<file path="config.mk">
export PLATFORM = sky130hd
export DESIGN_NAME = itype_stim_sequencer
export DESIGN_NICKNAME = d
export VERILOG_FILES = /design/src/rtl/itype_stim_sequencer.sv
export SDC_FILE = /design/constraint.sdc
export NUM_CORES = 1
export LEC_CHECK = 0
export ABC_AREA = 1
export BUFFER_PORTS_ARGS = -buffer_cell sky130_fd_sc_hd__buf_4
export CORE_UTILIZATION = 44
export CTS_CLUSTER_SIZE = 8
export DETAILED_ROUTE_END_ITERATION = 6
export PLACE_DENSITY_LB_ADDON = 0.3
export SYNTH_ARGS = -nofsm -noshare
export SYNTH_HDL_FRONTEND = slang
export SYNTH_SLANG_ARGS = --single-unit
</file>
<file path="constraint.sdc">
create_clock -name clk -period 3.79 [get_ports clk]
set_input_delay 0 -clock clk [delete_from_list [all_inputs] [get_ports clk]]
set_output_delay 0 -clock clk [all_outputs]
set_load 0.02 [all_outputs]
</file>
<file path="src/rtl/itype_stim_sequencer.sv">
// Stimulus sequencer for the sodor5 I-type co-simulation harness: optional LFSR register-file
// init (REGFILE_INIT_EN), then NOP warm-up, a random OP-IMM stream and a NOP drain.
module itype_stim_sequencer #(
    parameter int WARMUP_CYCLES = 2,
    parameter int DRAIN_CYCLES  = 5
) (
    input  logic        clk,
    input  logic        reset,
    input  logic        start,
    input  logic [31:0] seed,
    input  logic [15:0] num_instr,
    input  logic        instr_ready,
    output logic        instr_valid,
    output logic [31:0] instr,
    output logic        rf_init_we,
    output logic [4:0]  rf_init_addr,
    output logic [31:0] rf_init_data,
    output logic        busy,
    output logic        done,
    output logic [15:0] issued_count
);

    localparam logic [31:0] NOP        = 32'h0000_0013;
    localparam logic [31:0] LFSR_TAPS  = 32'h8020_0003;
    localparam logic [7:0]  WARMUP_END = 8'(WARMUP_CYCLES - 1);
    localparam logic [7:0]  DRAIN_END  = 8'(DRAIN_CYCLES - 1);

    typedef enum logic [2:0] {
        S_IDLE,
`ifdef REGFILE_INIT_EN
        S_INIT,
`endif
        S_WARMUP,
        S_RUN,
        S_DRAIN,
        S_DONE
    } state_t;

    function automatic logic [31:0] lfsr_step(input logic [31:0] l);
        return (l >> 1) ^ (l[0] ? LFSR_TAPS : 32'h0);
    endfunction

    // Shift-immediate encodings are masked so the core never sees an illegal shamt.
    function automatic logic [31:0] itype_word(input logic [31:0] l);
        logic [11:0] imm;
        imm = l[31:20];
        if (l[14:12] == 3'd5) imm = imm & 12'h41F;
        if (l[14:12] == 3'd1) imm = imm & 12'h01F;
        return {imm, l[19:15], l[14:12], l[11:7], 7'b0010011};
    endfunction

    state_t      state_q, state_d;
    logic [31:0] lfsr_q, lfsr_d;
    logic [15:0] num_q, num_d;
    logic [15:0] issued_q, issued_d;
    logic [7:0]  phase_q, phase_d;
    logic        instr_valid_q, instr_valid_d;
    logic [31:0] instr_q, instr_d;
    logic        busy_q, busy_d;
    logic        done_q, done_d;
    logic        fire;

`ifdef REGFILE_INIT_EN
    logic [4:0]  init_cnt_q, init_cnt_d;
    logic        rf_we_q, rf_we_d;
    logic [4:0]  rf_addr_q, rf_addr_d;
    logic [31:0] rf_data_q, rf_data_d;
`endif

    assign fire = instr_valid_q && instr_ready;

    always_comb begin
        // NOTE: every *_d defaults to its flop so no path through the case infers a latch.
        state_d       = state_q;
        lfsr_d        = lfsr_q;
        num_d         = num_q;
        issued_d      = issued_q;
        phase_d       = phase_q;
        instr_valid_d = instr_valid_q;
        instr_d       = instr_q;
        done_d        = done_q;
`ifdef REGFILE_INIT_EN
        init_cnt_d    = init_cnt_q;
        rf_we_d       = 1'b0;
        rf_addr_d     = rf_addr_q;
        rf_data_d     = rf_data_q;
`endif
        case (state_q)
            S_IDLE, S_DONE: begin
                if (start) begin
                    lfsr_d        = (seed == 32'h0) ? 32'h1 : seed;
                    num_d         = num_instr;
                    issued_d      = 16'h0;
                    phase_d       = 8'h0;
                    done_d        = 1'b0;
                    instr_valid_d = 1'b0;
                    instr_d       = NOP;
`ifdef REGFILE_INIT_EN
                    init_cnt_d    = 5'd0;
                    state_d       = S_INIT;
`else
                    state_d       = S_WARMUP;
`endif
                end
            end
`ifdef REGFILE_INIT_EN
            S_INIT: begin
                rf_we_d    = 1'b1;
                rf_addr_d  = init_cnt_q;
                rf_data_d  = lfsr_q;
                lfsr_d     = lfsr_step(lfsr_q);
                init_cnt_d = init_cnt_q + 5'd1;
                if (init_cnt_q == 5'd31) state_d = S_WARMUP;
            end
`endif
            S_WARMUP: begin
                // Entered with valid low: the first edge only presents the first NOP.
                if (!instr_valid_q) begin
                    instr_valid_d = 1'b1;
                    instr_d       = NOP;
                end else if (fire) begin
                    phase_d = phase_q + 8'd1;
                    if (phase_q == WARMUP_END) begin
                        phase_d = 8'h0;
                        if (num_q == 16'h0) begin
                            state_d = S_DRAIN;
                        end else begin
                            state_d = S_RUN;
                            instr_d = itype_word(lfsr_q);
                        end
                    end
                end
            end
            S_RUN: begin
                if (fire) begin
                    issued_d = issued_q + 16'd1;
                    lfsr_d   = lfsr_step(lfsr_q);
                    if (issued_q == num_q - 16'd1) begin
                        state_d = S_DRAIN;
                        instr_d = NOP;
                    end else begin
                        instr_d = itype_word(lfsr_step(lfsr_q));
                    end
                end
            end
            S_DRAIN: begin
                if (fire) begin
                    phase_d = phase_q + 8'd1;
                    if (phase_q == DRAIN_END) begin
                        phase_d       = 8'h0;
                        state_d       = S_DONE;
                        instr_valid_d = 1'b0;
                        done_d        = 1'b1;
                    end
                end
            end
            default: state_d = S_IDLE;
        endcase
        busy_d = (state_d != S_IDLE) && (state_d != S_DONE);
    end

    // NOTE: sequential state is only ever assigned with <= so all flops update together.
    always_ff @(posedge clk or posedge reset) begin
        if (reset) begin
            state_q       <= S_IDLE;
            lfsr_q        <= 32'h1;
            num_q         <= 16'h0;
            issued_q      <= 16'h0;
            phase_q       <= 8'h0;
            instr_valid_q <= 1'b0;
            instr_q       <= NOP;
            busy_q        <= 1'b0;
            done_q        <= 1'b0;
`ifdef REGFILE_INIT_EN
            init_cnt_q    <= 5'd0;
            rf_we_q       <= 1'b0;
            rf_addr_q     <= 5'd0;
            rf_data_q     <= 32'h0;
`endif
        end else begin
            state_q       <= state_d;
            lfsr_q        <= lfsr_d;
            num_q         <= num_d;
            issued_q      <= issued_d;
            phase_q       <= phase_d;
            instr_valid_q <= instr_valid_d;
            instr_q       <= instr_d;
            busy_q        <= busy_d;
            done_q        <= done_d;
`ifdef REGFILE_INIT_EN
            init_cnt_q    <= init_cnt_d;
            rf_we_q       <= rf_we_d;
            rf_addr_q     <= rf_addr_d;
            rf_data_q     <= rf_data_d;
`endif
        end
    end

    assign instr_valid  = instr_valid_q;
    assign instr        = instr_q;
    assign busy         = busy_q;
    assign done         = done_q;
    assign issued_count = issued_q;
`ifdef REGFILE_INIT_EN
    assign rf_init_we   = rf_we_q;
    assign rf_init_addr = rf_addr_q;
    assign rf_init_data = rf_data_q;
`else
    assign rf_init_we   = 1'b0;
    assign rf_init_addr = 5'd0;
    assign rf_init_data = 32'h0;
`endif

endmodule

</file>
After elaboration in Yosys (flattened, before gate mapping). Index checks and enable logic that the tools add are counted.

$add $sub $neg: 3. Equality and inequality tests: 21. Multiplexer cells: 44. Bitwise logic cells: 1. Reductions and logical operators: 17.

Operators with widths (count): $mux W32 (11); $pmux W32 S3 (1); $pmux W32 S2 (1); $mux W12 (4); $mux W8 (6); $logic_not A32 Y1 (1); $mux W16 (2); $pmux W16 S2 (1); $xor A31 B32 Y32 (1); $mux W3 (8); $pmux W8 S3 (1); $add A16 B1 Y16 const B (1); $eq A16 B16 Y1 (1); $logic_not A16 Y1 (1); $sub A16 B1 Y16 const B (1); $ne A2 B2 Y1 const B (6); $ne A3 B3 Y1 const B (4); $pmux W3 S4 (1); $eq A3 B1 Y1 const B (3); $eq A3 B3 Y1 const B (3); $reduce_bool A3 Y1 (3); $add A8 B1 Y8 const B (1); $eq A8 B1 Y1 const B (1); $eq A8 B3 Y1 const B (1); other kinds (13) (22).

Register bits: 110. Input bits: 52. Output and inout port bits: 89. Word-level logic and storage cells: 95.

Logic depth before layout (Yosys ltp). Gate-level depths: netlist of the first run.

Depth in word-level cells: 8. Depth in mapped cells: 17. Mapped depth without buffers: 16.

Worst setup path after synthesis of the first run. No wires, ideal clock.

Path kind: register -> register. Start: register num_q[0]. End: register instr_q[16] (netlist: instr[16]). Arrival: 1.841 ns. Slack: 1.833 ns. Cell stages (with the launch flop): 17. Path buffers: 1. Clock period less this slack: 1.957 ns. Cell sequence: dfrtp_1 > inv_1 > ha_1 > nand2_1 > nor2_2 > nand3_1 > nand2_1 > nand2_1 > inv_1 > nand2_1 > nor2_1 > nand2_2 > buf_6 > nand2_1 > nand2_1 > nand2_1 > nand2_1.

Word-level cells in the longest chain between the ends: 5. Elaborated cells on any way between the ends: 8. Classes of those cells: add/sub (1); eq/ne (2); mux (3); reduce/logical (2).

Ends and longest elaborated chain: start: declaration (line 54) `logic [15:0] num_q, num_d;`; start signal: assignment (line 183) `num_q <= num_d;`; $sub A16 B1 Y16 (line 138) `if (issued_q == num_q - 16'd1) begin`; $eq A16 B16 Y1 (line 138); $mux W32 (line 138); $mux W32 (line 135) `if (fire) begin`; $pmux W32 S3 (line 88) `case (state_q)`; end signal: assignment (line 187) `instr_q <= instr_d;`; end: declaration (line 58) `logic [31:0] instr_q, instr_d;`.

Several ways; a longest one is shown, not always the timed one. The select of a mux whose other input is x is not followed. A chain may end at the register's enable or synchronous reset.

Final worst setup path of the first run.
Start: register num_q[0]. End: register instr_q[12] (netlist: instr[12]).

The elaborated chain is that of the path after synthesis.

==> results of run 1 <==
## through the flow
stage,instances,hold slack (ps),area (sq um)
6_report,1207,10.6,7530
5_1_grt,1207,45.9,7530
4_1_cts,1207,5.33,7530
3_5_place_dp,1170,210,7050
3_3_place_gp,1170,209,7050
2_1_floorplan,962,117,6530
## state kept, by name, summed over array words and instances (netlist names)
| signal | flops |
|---|---|
| issued_count | 16 |
| state_q | 3 |
| phase_q | 8 |
| num_q | 16 |
| busy | 1 |
| instr | 25 |
| done | 1 |
| lfsr_q | 32 |
| instr_valid | 1 |
## critical path: cells and delay by family (launching register included)
kind,cells,cell delay (ps)
flip-flops,1,400
adder cells (fa/ha/maj),1,250
AO/OA/AOI/OAI,2,1000
buffers and inverters,1,140
AND/OR/NAND/NOR,5,910
## report_power, final
group / switching [W] / internal (W)
logic: 0.00114 / 0.000590
registers: 0.000256 / 0.00144
clock network: 0.000424 / 0.000466
## cell usage after synthesis, types with 6 or more instances
cell	count	area [sq um]
nor2_1	103	387
nor4_1	6	37.5
nor3_1	12	60.1
clkbuf_1	19	71.3
dfrtp_1	102	2550
a21oi_1	23	115
xor2_1	11	96.3
inv_1	122	458
buf_4	47	353
nand2_2	6	37.5
nand4_1	13	81.3
nand3_1	32	160
nand2_1	288	1080
o21ai_0	79	395
## cell families after synthesis
group                      count (synthesis)  share of synthesized area
and+or+nand+nor                          470                      0.302
buffers and inverters                    199                      0.148
AOI/OAI and AO/OA                        124                      0.110
DFF                                      103                      0.405
xor gates and xnor gates                  16                     0.0244
adders and majority gates                  5                    0.00982
other                                      2                    0.00118
## what timing repair did
action / 4_1_cts / 5_1_grt
endpoints found under the hold margin: 96 / 0
hold buffers: 21 / 0
endpoints found under the setup margin: 0 / 0
resized for setup: 0 / 0
## cell usage in the layout, fill, tap and decap left out, drive strengths merged, types with 21 or more instances in the layout
cell type,netlist,routed
buf,54,101
dlygate4sd3,0,21
nand2,294,294
o21ai,82,82
a21oi,25,25
conb,2,45
inv,125,125
nand3,32,32
dfrtp,102,102
nor2,108,108
## cell type report
| type | count | area, sq um | area share |
|---|---|---|---|
| clock buffers | 13 | 250 | 0.0332 |
| multi-input cells | 660 | 3010 | 0.400 |
| well taps | 180 | 225 | 0.0299 |
| inverters | 126 | 475 | 0.0631 |
| clock inverters | 3 | 21.3 | 0.00282 |
| repair buffers | 122 | 968 | 0.129 |
| flip-flops and latches | 103 | 2580 | 0.342 |
## layer usage
layer | track usage | up-vias | share of wire | wire [microns]
met5 | 0 | - | 0 | 0
met4 | 0.0663 | 0 | 0.011 | 178
met3 | 0.0251 | 14 | 0.042 | 651
met2 | 0.341 | 144 | 0.46 | 7160
met1 | 0.316 | 2698 | 0.49 | 7560
li1 | - | 2970 | - | -
## how the worst max path moves through the flow
stage | end | cells after the start
floorplan | busy | 1
global placement | instr[9] | 9
detailed placement | instr[12] | 9
CTS | instr[12] | 9
global route | instr[7] | 9
finish | instr[12] | 9
==> run summary, run 1 <==
worst-path maximum fanout = 26
drt via density = 4.83
Worst Path Arrival = 3070 ps
port buffer count = 95
Worst Tran Pin Value = 971 ps
DP HPWL = 10900 microns
GRT overflow = 0
Setup crit start = num_q[0]
Distinct cells, synth = 42
Worst R2R Setup Slack = 960 ps
hold depth = 5
final setup margin = 962 ps
Antenna Cells = 0
Yosys reg bits = 103
Routed Antenna Nets = 0
RR Endpoint = instr[12]
RSZ-0062 raised after global routing = false
CTS sink count = 103
cell row count = 43
CTS root buffer = clkbuf_16
fraction of layout cells with a size suffix above 1 = 0.133
clock buffer depth = 2
endpoints failing setup = 0
Synth Cell Area = 6370 sq um
P&R area growth vs syn = 18.2%
All-Layer GR Usage = 0.218
fillcell total = 1393
register area share after synthesis = 0.405
Syn. warnings = 0
Vias = 5826
asr flop ratio synth = 1.00
power per cell area = 573 nW/um^2
# Post-CTS Setup Buffers = 0
CP Capture Type = register
initial antenna violation count = 0
Min Clock Period, post-route = 2830 ps
Ports = 141
Slowest-stage cell, CP = o211ai_4
Tot Pwr = 0.00431 W
Slew HR = 0.352
Routed WL per cell = 12.9 microns
Worst Setup Path Type = register to register
worst r2r src = num_q[0]
VDD IR max = 0.000342 V
CP most frequent cell = nand2_1
max cap viols = 0
DP Worst Slack = 953 ps
Die W = 122 microns
Critical Path Source Type = register
Max stage delay on crit path = 720 ps
global-route wire length before repair = 25800 microns
HP Class = input pin to register
GPL Wtd Cong = 0.878
number of flops mapped to enable cells by yosys = 0
final WL = 15500 microns
leading register cell type out of synthesis = dfrtp_1
Iter 0 DRT Violations = 390
fin nets = 1079
TNS Setup = 0 ps
Final Hold Viols = 0
hold endpoint = lfsr_q[0]
Util after Layout = 0.538
Data required, critical path = 4030 ps
worst skew pair latency = 360 ps
CTS tree = yes
Worst-path clk slew = 80 ps
Die ar. = 15000 sq um
DR pass1 iterations = 5
Reg2Reg Depth = 9
CTS buffer count = 9
Initial Util = 0.455
Worst Min Path Start = seed[0]
die height = 122 microns
core box area = 14000 sq um
Mapped Cells = 919
status = complete, no violations
CP cell instances = inv_1 -> ha_1 -> nand2_1 -> nor2_2 -> nand4_1 -> o211ai_4 -> a21oi_4 -> nand2_1 -> nand2_1
worst clock skew = 20.0 ps
DRC viols = 0
final critical-path share of the clock period = 0.746
vias in the first global route = 5298
H-tree Lvls = 3
Final Max Tran Viols = 0
pin count of the biggest net entering global routing = 79
highest clock rate = 0.354 GHz
Pleak = 4.08 nW
Avg Inst Size Synth = 6.93 sq um
Power figures use the tool's default switching activity.
==> inputs of run 2 (changes only) <==
--- a/config.mk
+++ b/config.mk
@@ -5,7 +5,7 @@
 export SDC_FILE = /design/constraint.sdc
 export NUM_CORES = 1
 export LEC_CHECK = 0
-export ABC_AREA = 1
+export ABC_AREA = 0
 export BUFFER_PORTS_ARGS = -buffer_cell sky130_fd_sc_hd__buf_4
 export CORE_UTILIZATION = 44
 export CTS_CLUSTER_SIZE = 8
==> constraint.sdc (replaced) <==
create_clock -name clk -period 2.6 [get_ports clk]
set_input_delay 0 -clock clk [delete_from_list [all_inputs] [get_ports clk]]
set_output_delay 0 -clock clk [all_outputs]
set_load 0.02 [all_outputs]
==> run summary, run 2 <==
number of flops mapped to enable cells by yosys = 0 (unchanged)
pin count of the biggest net entering global routing = 39 (was 79)
worst r2r src = phase_q[4] (was num_q[0])
RSZ-0062 raised after global routing = false (unchanged)
post-synthesis adder-cell area fraction = 0.0108 (was 0.00982)
register name with the most flops = lfsr_q (unchanged)
highest clock rate = 0.403 GHz (was 0.354 GHz)
Slew HR = 0.426 (was 0.352)
HP Class = input pin to register (unchanged)
All-Layer GR Usage = 0.230 (was 0.218)
CTS buffer count = 9 (unchanged)
Final Max Tran Viols = 0 (unchanged)
port buffer count = 95 (unchanged)
CP Capture Type = register (unchanged)
GPL Wtd Cong = 0.888 (was 0.878)
Worst Setup EP = instr[22] (was instr[12])
CTS tree = yes (unchanged)
Worst Setup Path Type = register to register (unchanged)
P_sw = 0.00299 W (was 0.00182 W)
Vias = 4996 (was 5826)
endpoints failing setup = 0 (unchanged)
DP HPWL = 10400 microns (was 10900 microns)
DRC viols = 0 (unchanged)
Routed Antenna Nets = 0 (unchanged)
fin nets = 816 (was 1079)
H-tree Lvls = 3 (unchanged)
switching share of power = 0.414 (was 0.423)
leading cell type in the layout, fill and taps excluded = buf_4 (was nand2_1)
final setup margin = 118 ps (was 962 ps)
vias in the first global route = 4861 (was 5298)
Data required, critical path = 2830 ps (was 4030 ps)
Synth Cell Area = 5800 sq um (was 6370 sq um)
Largest register FFs = 32 (unchanged)
Die W = 117 microns (was 122 microns)
Synth Area in XOR/XNOR = 0.0476 (was 0.0244)
leading register cell type out of synthesis = dfrtp_1 (unchanged)
complex-gate fraction of the synthesized area = 0.148 (was 0.110)
power per cell area = 975 nW/um^2 (was 573 nW/um^2)
Synth top area share = 0.440 (was 0.401)
CTS root buffer = clkbuf_16 (unchanged)
Critical Path Source Type = register (unchanged)
DP Worst Slack = 37.4 ps (was 953 ps)
Setup crit start = phase_q[4] (was num_q[0])
Routed WL per cell = 16.1 microns (was 12.9 microns)
GRT overflow = 0 (unchanged)
Reg2Reg Depth = 7 (was 9)
clock power share = 0.178 (was 0.206)
worst-path maximum fanout = 25 (was 26)
Ports = 141 (unchanged)
Final Hold Viols = 0 (unchanged)
max cap viols = 0 (unchanged)
worst skew pair latency = 360 ps (about the same)
Worst-path clk slew = 70 ps (was 80 ps)
die height = 117 microns (was 122 microns)
core box area = 12700 sq um (was 14000 sq um)
Die ar. = 13700 sq um (was 15000 sq um)
Worst R2R Setup Slack = 120 ps (was 960 ps)
CP Depth = 7 (was 9)
Commonest cells post-synth = dfrtp_1, nor2_1, o21ai_0 (was nand2_1, inv_1, nor2_1)
global-route wire length before repair = 24000 microns (was 25800 microns)
drt via density = 5.34 (was 4.83)
# Post-CTS Setup Buffers = 0 (unchanged)
mux cell area share after synthesis = 0.0821 (was 0)
P&R area growth vs syn = 27.9% (was 18.2%)
Initial Util = 0.456 (was 0.455)
register area share after synthesis = 0.444 (was 0.405)
hold depth = 5 (unchanged)
Yosys reg bits = 103 (unchanged)
CP Buf/Inv Count = 1 (unchanged)
Worst Path Arrival = 2710 ps (was 3070 ps)
TNS Setup = 0 ps (unchanged)
Worst Tran Pin Value = 859 ps (was 971 ps)
Antenna Cells = 0 (unchanged)
Pleak = 3.16 nW (was 4.08 nW)
final WL = 15000 microns (was 15500 microns)
VDD IR max = 0.000484 V (was 0.000342 V)
most common cell in the netlist = dfrtp_1 (was nand2_1)
Mapped Cells = 619 (was 919)
RR Endpoint = instr[22] (was instr[12])
most frequent cells in the layout = buf_4, dfrtp_1, dlygate4sd3_1 (was nand2_1, inv_1, nor2_1, dfrtp_1, buf_4)
clock buffer depth = 2 (unchanged)
final critical-path share of the clock period = 0.955 (was 0.746)
Iter 0 DRT Violations = 300 (was 390)
cell row count = 41 (was 43)
Distinct cells, synth = 53 (was 42)
Max stage delay on crit path = 600 ps (was 720 ps)
status = complete, no violations (unchanged)
CTS sink count = 103 (unchanged)
main combinational cell family by area after synthesis = simple AND/OR/NAND/NOR gates (unchanged)
simple-gate share of the synthesized area = 0.170 (was 0.302)
Slowest-stage cell, CP = or4_1 (was o211ai_4)
largest cells by area after synthesis = dfrtp_1, buf_4, mux2i_1 (was dfrtp_1, nand2_1, inv_1)
Min Clock Period, post-route = 2480 ps (was 2830 ps)
CP cell instances = or4_1 -> or4_4 -> a21oi_2 -> o21ai_2 -> buf_12 -> a22oi_1 -> o21ai_0 (was inv_1 -> ha_1 -> nand2_1 -> nor2_2 -> nand4_1 -> o211ai_4 -> a21oi_4 -> nand2_1 -> nand2_1)
Syn. warnings = 0 (unchanged)
DR pass1 iterations = 5 (unchanged)
Reg power frac = 0.404 (was 0.392)
initial antenna violation count = 0 (unchanged)
Internal = 0.00424 W (was 0.00249 W)
worst clock skew = 14.3 ps (was 20.0 ps)
Avg Inst Size Synth = 9.37 sq um (was 6.93 sq um)
delay-heaviest family, CP = simple AND/OR/NAND/NOR gates (was compound AO/OA/AOI/OAI gates)
fraction of layout cells with a size suffix above 1 = 0.212 (was 0.133)
combinational power share = 0.418 (was 0.402)
asr flop ratio synth = 1.00 (unchanged)
Worst Min Path Start = instr_ready (was seed[0])
Synth area leader = dfrtp_1 (unchanged)
[run 2: power groups by stage]
stage	sequential [W]	clock [W]	combinational, W
6_report	0.00292	0.00129	0.00302
5_1_grt	0.00301	0.00137	0.00333
4_1_cts	0.00290	0.00132	0.00302
3_5_place_dp	0.00292	0	0.00295
3_3_place_gp	0.00289	0	0.00285
2_1_floorplan	0.00290	0	0.00192
[run 2: worst min path at each step]
stage                 endpoint  slack (ps)
floorplan           state_q[2]          80
global placement    state_q[2]         190
detailed placement  state_q[2]         200
CTS                 state_q[2]         150
global route        state_q[1]         180
finish              state_q[1]         160
[run 2: worst register-to-register path: cells and delay by family (launching register included)]
family          cells  cell delay (ps)
simple gates        2             1140
flops               1              430
buf+inv             1              160
compound gates      4              620
[run 2: cell type report]
cell class / count / area (sq um)
Clock buffer: 11 / 233
Tap cell: 172 / 215
Clock inverter: 5 / 41.3
Inverter: 15 / 60.1
Fill cell: 1129 / 5300
Multi-Input combinational cell: 464 / 2880
Timing Repair Buffer: 166 / 1410
Sequential cell: 103 / 2580
[run 2: timing repair]
| action | CTS | global route |
|---|---|---|
| gates resized for setup | 0 | 6 |
| endpoints found under the setup margin | 0 | 26 |
| endpoints found under the hold margin | 84 | 0 |
| hold buffers | 50 | 0 |
[run 2: logic make-up after synthesis]
family                   after synthesis
AO/OA/AOI/OAI                        142
buffers and inverters                 95
multiplexers                          46
other                                  2
AND/OR/NAND/NOR                      196
XOR/XNOR                              30
flip-flops                           103
adder cells (fa/ha/maj)                5
[run 2: metrics by stage]
stage | power [W] | hold WS [ps] | std cells | util | instance area [sq um]
4_1_cts | 0.00723 | 153 | 936 | 0.581 | 7390
6_report | 0.00723 | 158 | 936 | 0.583 | 7420
3_3_place_gp | 0.00574 | 188 | 870 | 0.520 | 6620
2_1_floorplan | 0.00482 | 84.0 | 662 | - | 5970
5_1_grt | 0.00771 | 183 | 936 | 0.583 | 7420
3_5_place_dp | 0.00587 | 196 | 870 | 0.520 | 6620
[run 2: layer usage]
metal,part of all wire,GRT usage
met1,0.43,0.291
met2,0.50,0.388
met3,0.050,0.0505
met4,0.015,0.0852
met5,0,0
==> inputs of run 3 (changes only) <==
==> constraint.sdc (replaced) <==
create_clock -name clk -period 2.6 [get_ports clk]
set_input_delay 0.65 -clock clk [delete_from_list [all_inputs] [get_ports clk]]
set_output_delay 0.65 -clock clk [all_outputs]
set_load 0.02 [all_outputs]
==> run summary, run 3 (same netlist as run 2, synthesis figures left out) <==
status = complete, no violations (unchanged)
worst clock skew = 8.59 ps (was 14.3 ps)
Largest register FFs = 32 (unchanged)
DRC viols = 0 (unchanged)
RR Endpoint = instr[19] (was instr[22])
P&R area growth vs syn = 20.4% (was 27.9%)
Final Hold Viols = 0 (unchanged)
Tot Pwr = 0.00727 W (was 0.00723 W)
initial antenna violation count = 0 (unchanged)
Die W = 117 microns (unchanged)
Routed WL per cell = 16.0 microns (was 16.1 microns)
Top Metal Used = met4 (unchanged)
Antenna Cells = 0 (unchanged)
cell row count = 41 (unchanged)
Vias = 4785 (was 4996)
Setup crit start = phase_q[4] (unchanged)
DR pass1 iterations = 6 (was 5)
final critical-path share of the clock period = 0.962 (was 0.955)
DP HPWL = 10300 microns (was 10400 microns)
RSZ-0062 raised after global routing = false (unchanged)
delay-heaviest family, CP = simple AND/OR/NAND/NOR gates (unchanged)
Reg2Reg Depth = 7 (unchanged)
Ports = 141 (unchanged)
Worst Tran Pin Value = 689 ps (was 859 ps)
pin count of the biggest net entering global routing = 45 (was 39)
port buffer count = 95 (unchanged)
Critical Path Source Type = register (unchanged)
H-tree Lvls = 3 (unchanged)
Worst Path Arrival = 2720 ps (was 2710 ps)
fraction of layout cells with a size suffix above 1 = 0.236 (was 0.212)
fin nets = 769 (was 816)
GPL Wtd Cong = 0.909 (was 0.888)
register name with the most flops = lfsr_q (unchanged)
CP Capture Type = register (unchanged)
vias in the first global route = 4484 (was 4861)
CTS tree = yes (unchanged)
most frequent cells in the layout = buf_4, dfrtp_1, nor2_1 (was buf_4, dfrtp_1, dlygate4sd3_1)
DR WL met3 = 933 microns (was 757 microns)
HP Class = input pin to async pin (was input pin to register)
worst skew pair latency = 360 ps (about the same)
global-route wire length before repair = 23000 microns (was 24000 microns)
Worst-path clk slew = 70 ps (about the same)
worst-path maximum fanout = 25 (unchanged)
Slowest-stage cell, CP = or4_4 (was or4_1)
CP Buf/Inv Count = 1 (unchanged)
CP cell instances = or4_4 -> or4_4 -> a21oi_2 -> o21ai_2 -> buf_12 -> a22oi_1 -> o21ai_0 (was or4_1 -> or4_4 -> a21oi_2 -> o21ai_2 -> buf_12 -> a22oi_1 -> o21ai_0)
Iter 0 DRT Violations = 391 (was 300)
CTS buffer count = 9 (unchanged)
# Post-CTS Setup Buffers = 0 (unchanged)
Initial Util = 0.456 (unchanged)
Worst Setup EP = instr[19] (was instr[22])
Max stage delay on crit path = 570 ps (was 600 ps)
GRT overflow = 0 (unchanged)
Slew HR = 0.537 (was 0.426)
highest clock rate = 0.400 GHz (was 0.403 GHz)
Final Max Tran Viols = 0 (unchanged)
Min Clock Period, post-route = 2500 ps (was 2480 ps)
CP most frequent cell = or4_4
max cap viols = 0 (unchanged)
CTS sink count = 103 (unchanged)
final WL = 14300 microns (was 15000 microns)
worst r2r src = phase_q[4] (unchanged)
core box area = 12700 sq um (unchanged)
die height = 117 microns (unchanged)
CP Depth = 7 (unchanged)
VDD IR max = 0.000532 V (was 0.000484 V)
Worst Setup Path Type = register to register (unchanged)
Pleak = 2.99 nW (was 3.16 nW)
drt via density = 5.38 (was 5.34)
leading cell type in the layout, fill and taps excluded = buf_4 (unchanged)
TNS Setup = 0 ps (unchanged)
power per cell area = 1040 nW/um^2 (was 975 nW/um^2)
Die ar. = 13700 sq um (unchanged)
Data required, critical path = 2820 ps (was 2830 ps)
clock buffer depth = 2 (unchanged)
met2 routed WL = 6930 microns (was 7530 microns)
Routed Antenna Nets = 0 (unchanged)
CTS root buffer = clkbuf_16 (unchanged)
endpoints failing setup = 0 (unchanged)
All-Layer GR Usage = 0.222 (was 0.230)
metal1 wirelength = 6240 microns (was 6520 microns)
Worst R2R Setup Slack = 100 ps (was 120 ps)
[run 3: metal layers]
metal,vias up,GRT usage
li1,2290,-
met4,0,0.0684
met5,-,0
met2,166,0.366
met1,2315,0.286
met3,14,0.0572
[run 3: what timing repair did]
action,in CTS,in global routing
gates resized for setup,2,6
endpoints found under the setup margin,2,26
pin swaps,0,1
hold buffers,0,0
[run 3: final cells by class]
type,instances,area [sq um]
fillers,1196,5740
multi-input cells,464,2890
flip-flops and latches,103,2580
repair buffers,119,943
clock buffers,11,253
well taps,172,215
inverters,15,60.1
clock inverters,5,48.8
[run 3: report_power, final]
part / switching [W] / internal, W / total [W]
registers: 0.000684 / 0.00222 / 0.00290
logic: 0.00166 / 0.00134 / 0.00300
clock network: 0.000645 / 0.000723 / 0.00137
total: 0.00299 / 0.00428 / 0.00727
[run 3: how the worst min path moves through the flow]
stage,startpoint,endpoint,cells after the start
6_report,reset,lfsr_q[11],2
5_1_grt,reset,lfsr_q[11],2
2_1_floorplan,phase_q[7],phase_q[7],1
3_5_place_dp,phase_q[7],phase_q[7],1
4_1_cts,reset,lfsr_q[11],2
3_3_place_gp,phase_q[7],phase_q[7],1
[run 3: per-stage QoR]
step | utilization | hold WS, ps | cells | worst slack [ps] | instance area, sq um
2_1_floorplan | - | 437 | 662 | 11.6 | 5970
3_3_place_gp | 0.523 | 468 | 873 | 98.0 | 6650
3_5_place_dp | 0.523 | 479 | 873 | 12.7 | 6650
4_1_cts | 0.547 | 316 | 889 | 15.2 | 6960
5_1_grt | 0.549 | 324 | 889 | 23.7 | 6990
6_report | 0.549 | 315 | 889 | 99.6 | 6990
